===== config.mk =====
export PLATFORM = sky130hd
export DESIGN_NAME = hazard_ctrl
export DESIGN_NICKNAME = d
export VERILOG_FILES = /design/src/rtl/hazard_ctrl.sv
export SDC_FILE = /design/constraint.sdc
export NUM_CORES = 1
export LEC_CHECK = 0
export BUFFER_PORTS_ARGS = -buffer_cell sky130_fd_sc_hd__buf_2
export CAP_MARGIN = 20
export CORE_ASPECT_RATIO = 2
export CORE_MARGIN = 4
export CORE_UTILIZATION = 25
export DETAILED_ROUTE_END_ITERATION = 10
export PLACE_DENSITY = 0.51
export SLEW_MARGIN = 20
export SYNTH_ARGS = -nofsm -noshare
export SYNTH_HDL_FRONTEND = slang
export SYNTH_SLANG_ARGS = --single-unit

===== constraint.sdc =====
create_clock -name clk_i -period 1.9 [get_ports clk_i]
set_clock_uncertainty 0.2 [all_clocks]
set_input_delay 0.38 -clock clk_i [delete_from_list [all_inputs] [get_ports clk_i]]
set_output_delay 0.38 -clock clk_i [all_outputs]
set_load 0.01 [all_outputs]

===== src/rtl/hazard_ctrl.sv =====
// Hazard and sequencing controller for the 5-stage RV32 pipeline: load-use stalls,
// taken-branch flushes, data-memory freeze with timeout watchdog, and debug counters.
module hazard_ctrl #(
  parameter int CNT_W    = 16,
  parameter int MAX_WAIT = 64
) (
  input  logic             clk_i,
  input  logic             rst_n_i,
  input  logic [31:0]      id_inst_i,
  input  logic [31:0]      ex_inst_i,
  input  logic             ex_mem_read_i,
  input  logic             branch_taken_i,
  input  logic             dmem_busy_i,
  output logic             pc_write_o,
  output logic             ifid_write_o,
  output logic             ifid_flush_o,
  output logic             idex_write_o,
  output logic             idex_bubble_o,
  output logic             exmem_write_o,
  output logic [CNT_W-1:0] stall_cnt_o,
  output logic [CNT_W-1:0] flush_cnt_o,
  output logic             timeout_o,
  output logic [1:0]       state_o
);

  localparam int WAIT_W = $clog2(MAX_WAIT + 1);
  localparam logic [WAIT_W-1:0] WAIT_SAT = WAIT_W'(MAX_WAIT);
  localparam logic [WAIT_W-1:0] WAIT_TO  = WAIT_W'(MAX_WAIT - 1);

  typedef enum logic [1:0] {RUN = 2'd0, MEM_WAIT = 2'd1} state_t;

  state_t            state, state_nxt;
  logic [WAIT_W-1:0] wait_cnt;
  logic              load_use;
  logic [6:0]        id_op;
  logic [4:0]        id_rs1, id_rs2, ex_rd;
  logic              uses_rs1, uses_rs2;
  logic              unused_bits;

  function automatic logic [CNT_W-1:0] sat_inc(input logic [CNT_W-1:0] v);
    return (&v) ? v : v + 1'b1;
  endfunction

  assign id_op  = id_inst_i[6:0];
  assign id_rs1 = id_inst_i[19:15];
  assign id_rs2 = id_inst_i[24:20];
  assign ex_rd  = ex_inst_i[11:7];
  assign unused_bits = ^{id_inst_i[31:25], id_inst_i[14:7], ex_inst_i[31:12], ex_inst_i[6:0]};

  // I-type ALU and loads have an immediate in the rs2 field, so only R/S/B use rs2
  always_comb begin
    uses_rs1 = 1'b0;
    uses_rs2 = 1'b0;
    case (id_op)
      7'b0110011, 7'b0100011, 7'b1100011: begin
        uses_rs1 = 1'b1;
        uses_rs2 = 1'b1;
      end
      7'b0010011, 7'b0000011: uses_rs1 = 1'b1;
      default: ;
    endcase
  end

  assign load_use = ex_mem_read_i && (ex_rd != 5'd0) &&
                    ((uses_rs1 && (id_rs1 == ex_rd)) || (uses_rs2 && (id_rs2 == ex_rd)));

  always_comb begin
    pc_write_o    = 1'b1;
    ifid_write_o  = 1'b1;
    ifid_flush_o  = 1'b0;
    idex_write_o  = 1'b1;
    idex_bubble_o = 1'b0;
    exmem_write_o = 1'b1;
    if (!rst_n_i) begin
      pc_write_o    = 1'b0;
      ifid_write_o  = 1'b0;
      idex_write_o  = 1'b0;
      exmem_write_o = 1'b0;
    end else if (dmem_busy_i) begin
      pc_write_o    = 1'b0;
      ifid_write_o  = 1'b0;
      idex_write_o  = 1'b0;
      exmem_write_o = 1'b0;
    end else if (branch_taken_i) begin
      ifid_flush_o  = 1'b1;
      idex_bubble_o = 1'b1;
    end else if (load_use) begin
      pc_write_o    = 1'b0;
      ifid_write_o  = 1'b0;
      idex_bubble_o = 1'b1;
    end
  end

  always_comb begin
    state_nxt = state;
    case (state)
      RUN:      if (dmem_busy_i)  state_nxt = MEM_WAIT;
      MEM_WAIT: if (!dmem_busy_i) state_nxt = RUN;
      default:  state_nxt = RUN;
    endcase
  end

  always_ff @(posedge clk_i or negedge rst_n_i) begin
    if (!rst_n_i) begin
      state <= RUN;
    end else begin
      state <= state_nxt;
    end
  end

  // Watchdog: timeout latches on the busy edge that would bring the count to MAX_WAIT
  always_ff @(posedge clk_i or negedge rst_n_i) begin
    if (!rst_n_i) begin
      wait_cnt  <= '0;
      timeout_o <= 1'b0;
    end else begin
      if (!dmem_busy_i) begin
        wait_cnt <= '0;
      end else if (wait_cnt != WAIT_SAT) begin
        wait_cnt <= wait_cnt + 1'b1;
      end
      if (dmem_busy_i && (wait_cnt == WAIT_TO)) begin
        timeout_o <= 1'b1;
      end
    end
  end

  always_ff @(posedge clk_i or negedge rst_n_i) begin
    if (!rst_n_i) begin
      stall_cnt_o <= '0;
      flush_cnt_o <= '0;
    end else begin
      if (!pc_write_o)  stall_cnt_o <= sat_inc(stall_cnt_o);
      if (ifid_flush_o) flush_cnt_o <= sat_inc(flush_cnt_o);
    end
  end

  assign state_o = state;

endmodule


==> results.tsv, run 1 <==
metric	value	unit
track_usage	11.15	%
status	finished, violations left	
max_freq	458.5	MHz
synth_cell_types	37	
rsz0062_at_grt	yes	
row_count	46	
cp_slowest_cell	or4_4	
synthFlopType	dfrtp_1	
syn_to_final_growth	50.27	%
final_util	38.71	%
worstPathRequired	1320	ps
drtIter0Drc	59	
hold_class	input port to async pin	
start_util	25.76	%
critPathCaptureType	primary output	
finalCritPeriodShare	114.8	%
relSlewSlack	64.29	%
async_flop_share	100.0	%
syn_area	0.002061	mm^2
clock_sink_count	41	
final_area	0.003097	mm^2
vias_per_cell	4.385	
finalWorstSetupSlack	-281.1	ps
synth_top_area_share	49.79	%
crit_buf_inv	3	
grt-ovfl-total	0	
crit_family	simple AND/OR/NAND/NOR gates	
grt_pass1_wl	8521	um
numPortBuffers	66	
dp_hpwl	4062	um
core	0.008000	mm^2
period_minus_slack	2181	ps
first_global_vias	1824	
synth_top_cells_by_count	41 x dfrtp_1, 26 x xnor2_1, 19 x nand3_1	
htreeDepth	2	
clk_latency	280	ps
num-fill-cells	797	
cts_root_buffer	clkbuf_16	
ys_warn_count	0	
yosys.area.top_type	dfrtp_1	
synth_most_common_cell	dfrtp_1	
worst_ep_arrival_time	1600	ps
r2r_end	stall_cnt_o[1]$_DFFE_PN0P_	
crit_path_cell_trace	buf_6, buf_6, or4_4, o21ai_4, nor2_1, o21a_1, buf_6	
placed_cell_area	0.002814	mm^2
n_antenna_cell	0	
antenna_left	0	
worstRegToRegCells	6	
maxCapViolCount	0	
violations	negative setup slack	
cts_tree	built	
cp_common_cell	buf_6	
r2r_setup_slack	-20	ps
dieArea	0.009848	mm^2
cts_buffers	5	
ir_drop	0.6151	mV
final_max_slew_viol_count	0	
ys_top_cells_by_area	dfrtp_1 50%, xnor2_1 11%, xor2_1 7.2%	
ios	110	
yosysSeqAreaShare	49.79	%
drcViolationCount	0	
syn_inst	195	
cts_max_path_buffers	2	
die_y	136.4	um
drive_gt1_share	44.30	%
cp-start-kind	input port	
cts_hold_buf	0	
die_w	72.20	um
antenna_found_initial	0	
grt_max_degree	42	
drt_wl_total	5315	um
synth-seq-cells	41	
nets	380	
wl_per_cell	13.19	um
path_clk_slew	60	ps
synth_edf_count	0	
vias	1767	
powerDensity	907.7	mW/mm^2
regToRegStartpoint	stall_cnt_o[9]$_DFFE_PN0P_	
finalHoldViolCount	0	
syn_avg_cell_area	10.57	um^2
finalWeightedCongestion	0.7959	
p_leak	1.545	nW
tightest_slew	535.6	ps
setup_viol	19	
path_max_fanout	2	
cpPeakStageDelay	520	ps
drtPass1Iterations	3	
crit_type	input port to primary output	
synth_nets	268	
[layer usage]
metal / global-route usage (%) / vias to the layer above / share of wire, %
li1: - / 879 / -
met1: 11.04 / 848 / 36
met2: 20.86 / 34 / 58
met3: 2.665 / 6 / 4.0
met4: 5.439 / 0 / 2.1
met5: 0 / - / 0
[stage by stage]
step | cells | setup TNS [ps] | worst slack, ps | total power (W) | hold WS (ps)
6_report | 403 | -3433 | -281.1 | 0.002811 | 17.22
5_1_grt | 403 | -5191 | -338.6 | 0.003008 | 64.47
4_1_cts | 399 | -3696 | -299.5 | 0.002850 | 54.41
3_5_place_dp | 390 | -9794 | -589.2 | 0.001964 | 251.4
3_3_place_gp | 390 | -9335 | -557.6 | 0.001948 | 253.3
2_1_floorplan | 195 | -4700 | -348.8 | 0.001511 | -115.6
[flip-flops by register name, indices dropped and copies added (netlist names)]
name / flops
timeout_o: 1
stall_cnt_o: 16
wait_cnt: 7
state_o: 1
flush_cnt_o: 16
[worst max-delay path by stage]
stage	start	to	slack, ps	cells past startpoint
floorplan	ex_inst_i[9]	stall_cnt_o[10]$_DFFE_PN0P_	-350	8
global placement	ex_inst_i[9]	stall_cnt_o[1]$_DFFE_PN0P_	-560	8
detailed placement	ex_inst_i[9]	stall_cnt_o[1]$_DFFE_PN0P_	-590	8
CTS	ex_inst_i[11]	idex_bubble_o	-300	7
global route	ex_inst_i[8]	pc_write_o	-340	6
finish	ex_inst_i[11]	idex_bubble_o	-280	7
[power by group]
group | switching (W) | internal [W]
clock | 0.000315 | 0.000516
sequential | 0.000105 | 0.00101
combinational | 0.000410 | 0.000455
total | 0.000830 | 0.00198
[cell families (layout without fill, tap and decap cells)]
logic type	count (synthesis)	after routing	synth area share, %
xor gates and xnor gates	43	43	18.28
AOI/OAI and AO/OA	15	15	5.708
other	1	1	0.1820
and+or+nand+nor	78	78	19.61
adders and majority gates	4	4	2.429
buffers and inverters	11	123	2.914
muxes	2	2	1.093
DFF	41	41	49.79
[what timing repair did]
action | 4_1_cts | 5_1_grt
endpoints found under the hold margin | 0 | 0
setup buffers | 2 | 4
pin swaps | 8 | 4
setup endpoints to repair | 19 | 27
gates resized for setup | 11 | 10
[layout make-up]
cell class	count	area [um^2]	share of cell area, %
Timing Repair Buffer	110	718.2	23.19
Clock buffer	7	142.6	4.606
Tap cell	96	120.1	3.879
Sequential cell	41	1026	33.13
Inverter	6	22.52	0.7273
Multi-Input combinational cell	143	1067	34.46
[cell usage in the layout, fill, tap and decap left out, drive strengths merged, types with 6 or more instances in the layout]
master,Yosys,final
and2,6,6
dfrtp,41,41
buf,4,110
xor2,17,17
clkbuf,1,7
inv,6,6
nor2,14,14
nand3,19,19
xnor2,26,26
nand2,13,13
Note: power is estimated with default switching activity, not from simulation.
==> run 2: changes to the inputs <==
--- a/config.mk
+++ b/config.mk
@@ -10,6 +10,7 @@
 export CORE_ASPECT_RATIO = 2
 export CORE_MARGIN = 4
 export CORE_UTILIZATION = 25
+export CTS_BUF_LIST = sky130_fd_sc_hd__clkbuf_8 sky130_fd_sc_hd__clkbuf_16
 export DETAILED_ROUTE_END_ITERATION = 10
 export PLACE_DENSITY = 0.51
 export SLEW_MARGIN = 20
==> constraint.sdc (replaced) <==
create_clock -name clk_i -period 1.9 [get_ports clk_i]
set_clock_uncertainty 0.2 [all_clocks]
set_input_delay 0 -clock clk_i [delete_from_list [all_inputs] [get_ports clk_i]]
set_output_delay 0 -clock clk_i [all_outputs]
set_load 0.01 [all_outputs]
==> results.tsv, run 2 (synthesis results as in run 1) <==
metric	value	unit	change
ios	110		unchanged
num-fill-cells	812		+1.9%
relSlewSlack	64.10	%	-0.19 points
clock_sink_count	41		unchanged
tightest_slew	538.5	ps	+2.923 ps
vias_per_cell	4.377		-0.17%
stdcell_count	403		unchanged
die_w	72.20	um	unchanged
path_clk_slew	60	ps	about the same
powerDensity	918.2	mW/mm^2	+1.2%
worst_ep_arrival_time	1830	ps	+230 ps
setup_viol	0		-19
numPortBuffers	66		unchanged
p_int	0.001939	W	-2.1%
layout_commonest_cell	buf_2		
cts_max_path_buffers	2		unchanged
hold_class	input port to flop		
core	0.008000	mm^2	unchanged
cpPeakStageDelay	370	ps	-150 ps
cp_common_cell	and3_4		
p_leak	1.545	nW	about the same
wl_per_cell	13.03	um	-1.2%
p_switching	0.0008454	W	+1.9%
drtIter0Drc	42		-29%
critPathCaptureType	flop		
top_regs	flush_cnt_o: 16 flops, stall_cnt_o: 16 flops, wait_cnt: 7 flops		
antenna_found_initial	0		unchanged
nets	379		-0.26%
die_y	136.4	um	unchanged
dp_hpwl	4035	um	-0.66%
htreeDepth	2		unchanged
r2r_setup_slack	40	ps	+60 ps
hold_path_depth	4		
dp.cells	388		-0.51%
crit_path_cell_trace	and3_4, and2_4, and3_4, a31oi_4, buf_12, mux2_4		
period_minus_slack	1863	ps	-317.9 ps
total_power	0.002785	W	-0.93%
vias	1764		-0.17%
r2r_end	stall_cnt_o[1]$_DFFE_PN0P_		
first_global_vias	1837		+0.71%
hold_end	flush_cnt_o[4]$_DFFE_PN0P_		
status	finished clean		
drcViolationCount	0		unchanged
cts_buffers	5		unchanged
dieArea	0.009848	mm^2	unchanged
path_max_fanout	8		+6
switching_share	30.36	%	+0.83 points
syn_to_final_growth	47.18	%	
finalWeightedCongestion	0.8003		+0.55%
hold_start	branch_taken_i		
cts_root_buffer	clkbuf_16		
drtPass1Iterations	4		+1
antenna_left	0		unchanged
grt_pass1_wl	8645	um	+1.5%
worstPathRequired	1860	ps	+540 ps
grt-ovfl-total	0		unchanged
power_frac_clock	29.3	%	-0.3 points
track_usage	11.21	%	+0.064 points
n_antenna_cell	0		unchanged
ir_drop	0.7003	mV	+14%
cp_slowest_cell	dfrtp_1		
clk_latency	280	ps	about the same
worstRegToRegCells	6		unchanged
drive_gt1_share	42.35	%	-2.0 points
layout_common_cells	66 x buf_2, 41 x dfrtp_1, 39 x buf_4		
grt_max_degree	42		unchanged
regToRegStartpoint	stall_cnt_o[11]$_DFFE_PN0P_		
power_frac_comb	30.7	%	about the same
row_count	46		unchanged
rsz0062_at_grt	yes		
finalHoldViolCount	0		unchanged
cp-start-kind	flop		
start_util	25.76	%	unchanged
cts_tree	built		
final_max_slew_viol_count	0		unchanged
p_seq_share	39.9	%	+0.2 points
drt_wl_total	5252	um	-1.2%
crit_type	flop to flop		
max_freq	536.7	MHz	+17%
maxCapViolCount	0		unchanged
finalCritPeriodShare	98.07	%	-17 points
-- run 2: layout make-up --
type,count,area (um^2),share of cell area (%)
clock buffers,5,125.1,4.125
clock inverters,3,13.76,0.4538
flip-flops and latches,41,1026,33.83
repair buffers,109,688.2,22.69
multi-input cells,143,1037,34.20
inverters,6,22.52,0.7426
well taps,96,120.1,3.960
-- run 2: worst max path at each step --
stage | from | to | slack, ps | depth (start not counted)
after global routing | stall_cnt_o[11]$_DFFE_PN0P_ | stall_cnt_o[1]$_DFFE_PN0P_ | -9 | 6
final | stall_cnt_o[11]$_DFFE_PN0P_ | stall_cnt_o[1]$_DFFE_PN0P_ | 40 | 6
after global placement | ex_inst_i[9] | stall_cnt_o[1]$_DFFE_PN0P_ | -320 | 7
after CTS | stall_cnt_o[9]$_DFFE_PN0P_ | stall_cnt_o[1]$_DFFE_PN0P_ | 2 | 6
after detailed placement | ex_inst_i[9] | stall_cnt_o[1]$_DFFE_PN0P_ | -340 | 7
after floorplan | flush_cnt_o[6]$_DFFE_PN0P_ | flush_cnt_o[1]$_DFFE_PN0P_ | -10 | 6
-- run 2: stage by stage --
step | TNS (ps) | worst slack (ps) | utilization, % | hold slack, ps | cell area, um^2
after global placement | -3794 | -316.8 | 34.75 | -33.52 | 2780
final | 0 | 36.76 | 37.91 | 38.04 | 3033
after CTS | 0 | 2.044 | 37.02 | 46.31 | 2962
after global routing | -25.75 | -9.030 | 37.91 | 65.30 | 3033
after floorplan | -10.29 | -10.29 | - | -495.6 | 2097
after detailed placement | -4177 | -338.4 | 34.75 | -35.81 | 2780
-- run 2: routing by layer --
metal  up-vias  GRT usage (%)  part of all wire [%]
met2        42          21.07                    58
li1        879              -                     -
met5         -              0                     0
met3         8          2.295                   4.3
met4         0          5.126                   2.5
met1       835          11.42                    35
-- run 2: power groups by stage --
stage / logic (W) / clock network, W / registers, W
after floorplan: 0.000285 / 0 / 0.00123
after global placement: 0.000812 / 0 / 0.00113
after detailed placement: 0.000827 / 0 / 0.00113
after CTS: 0.000838 / 0.000850 / 0.00111
after global routing: 0.000947 / 0.000884 / 0.00113
final: 0.000855 / 0.000817 / 0.00111
-- run 2: worst max-delay path: cells and delay by family (launching register included) --
kind | cells | cell delay (ps)
compound gates | 1 | 210
buf+inv | 1 | 160
flops | 1 | 370
mux | 1 | 290
simple gates | 3 | 510
-- run 2: what timing repair did --
action | 4_1_cts | 5_1_grt
hold buffers | 2 | 0
gates cloned | 0 | 1
setup endpoints to repair | 14 | 7
resized for setup | 1 | 6
pin swaps | 1 | 6
buffers inserted | 1 | 3
endpoints found under the hold margin | 50 | 0
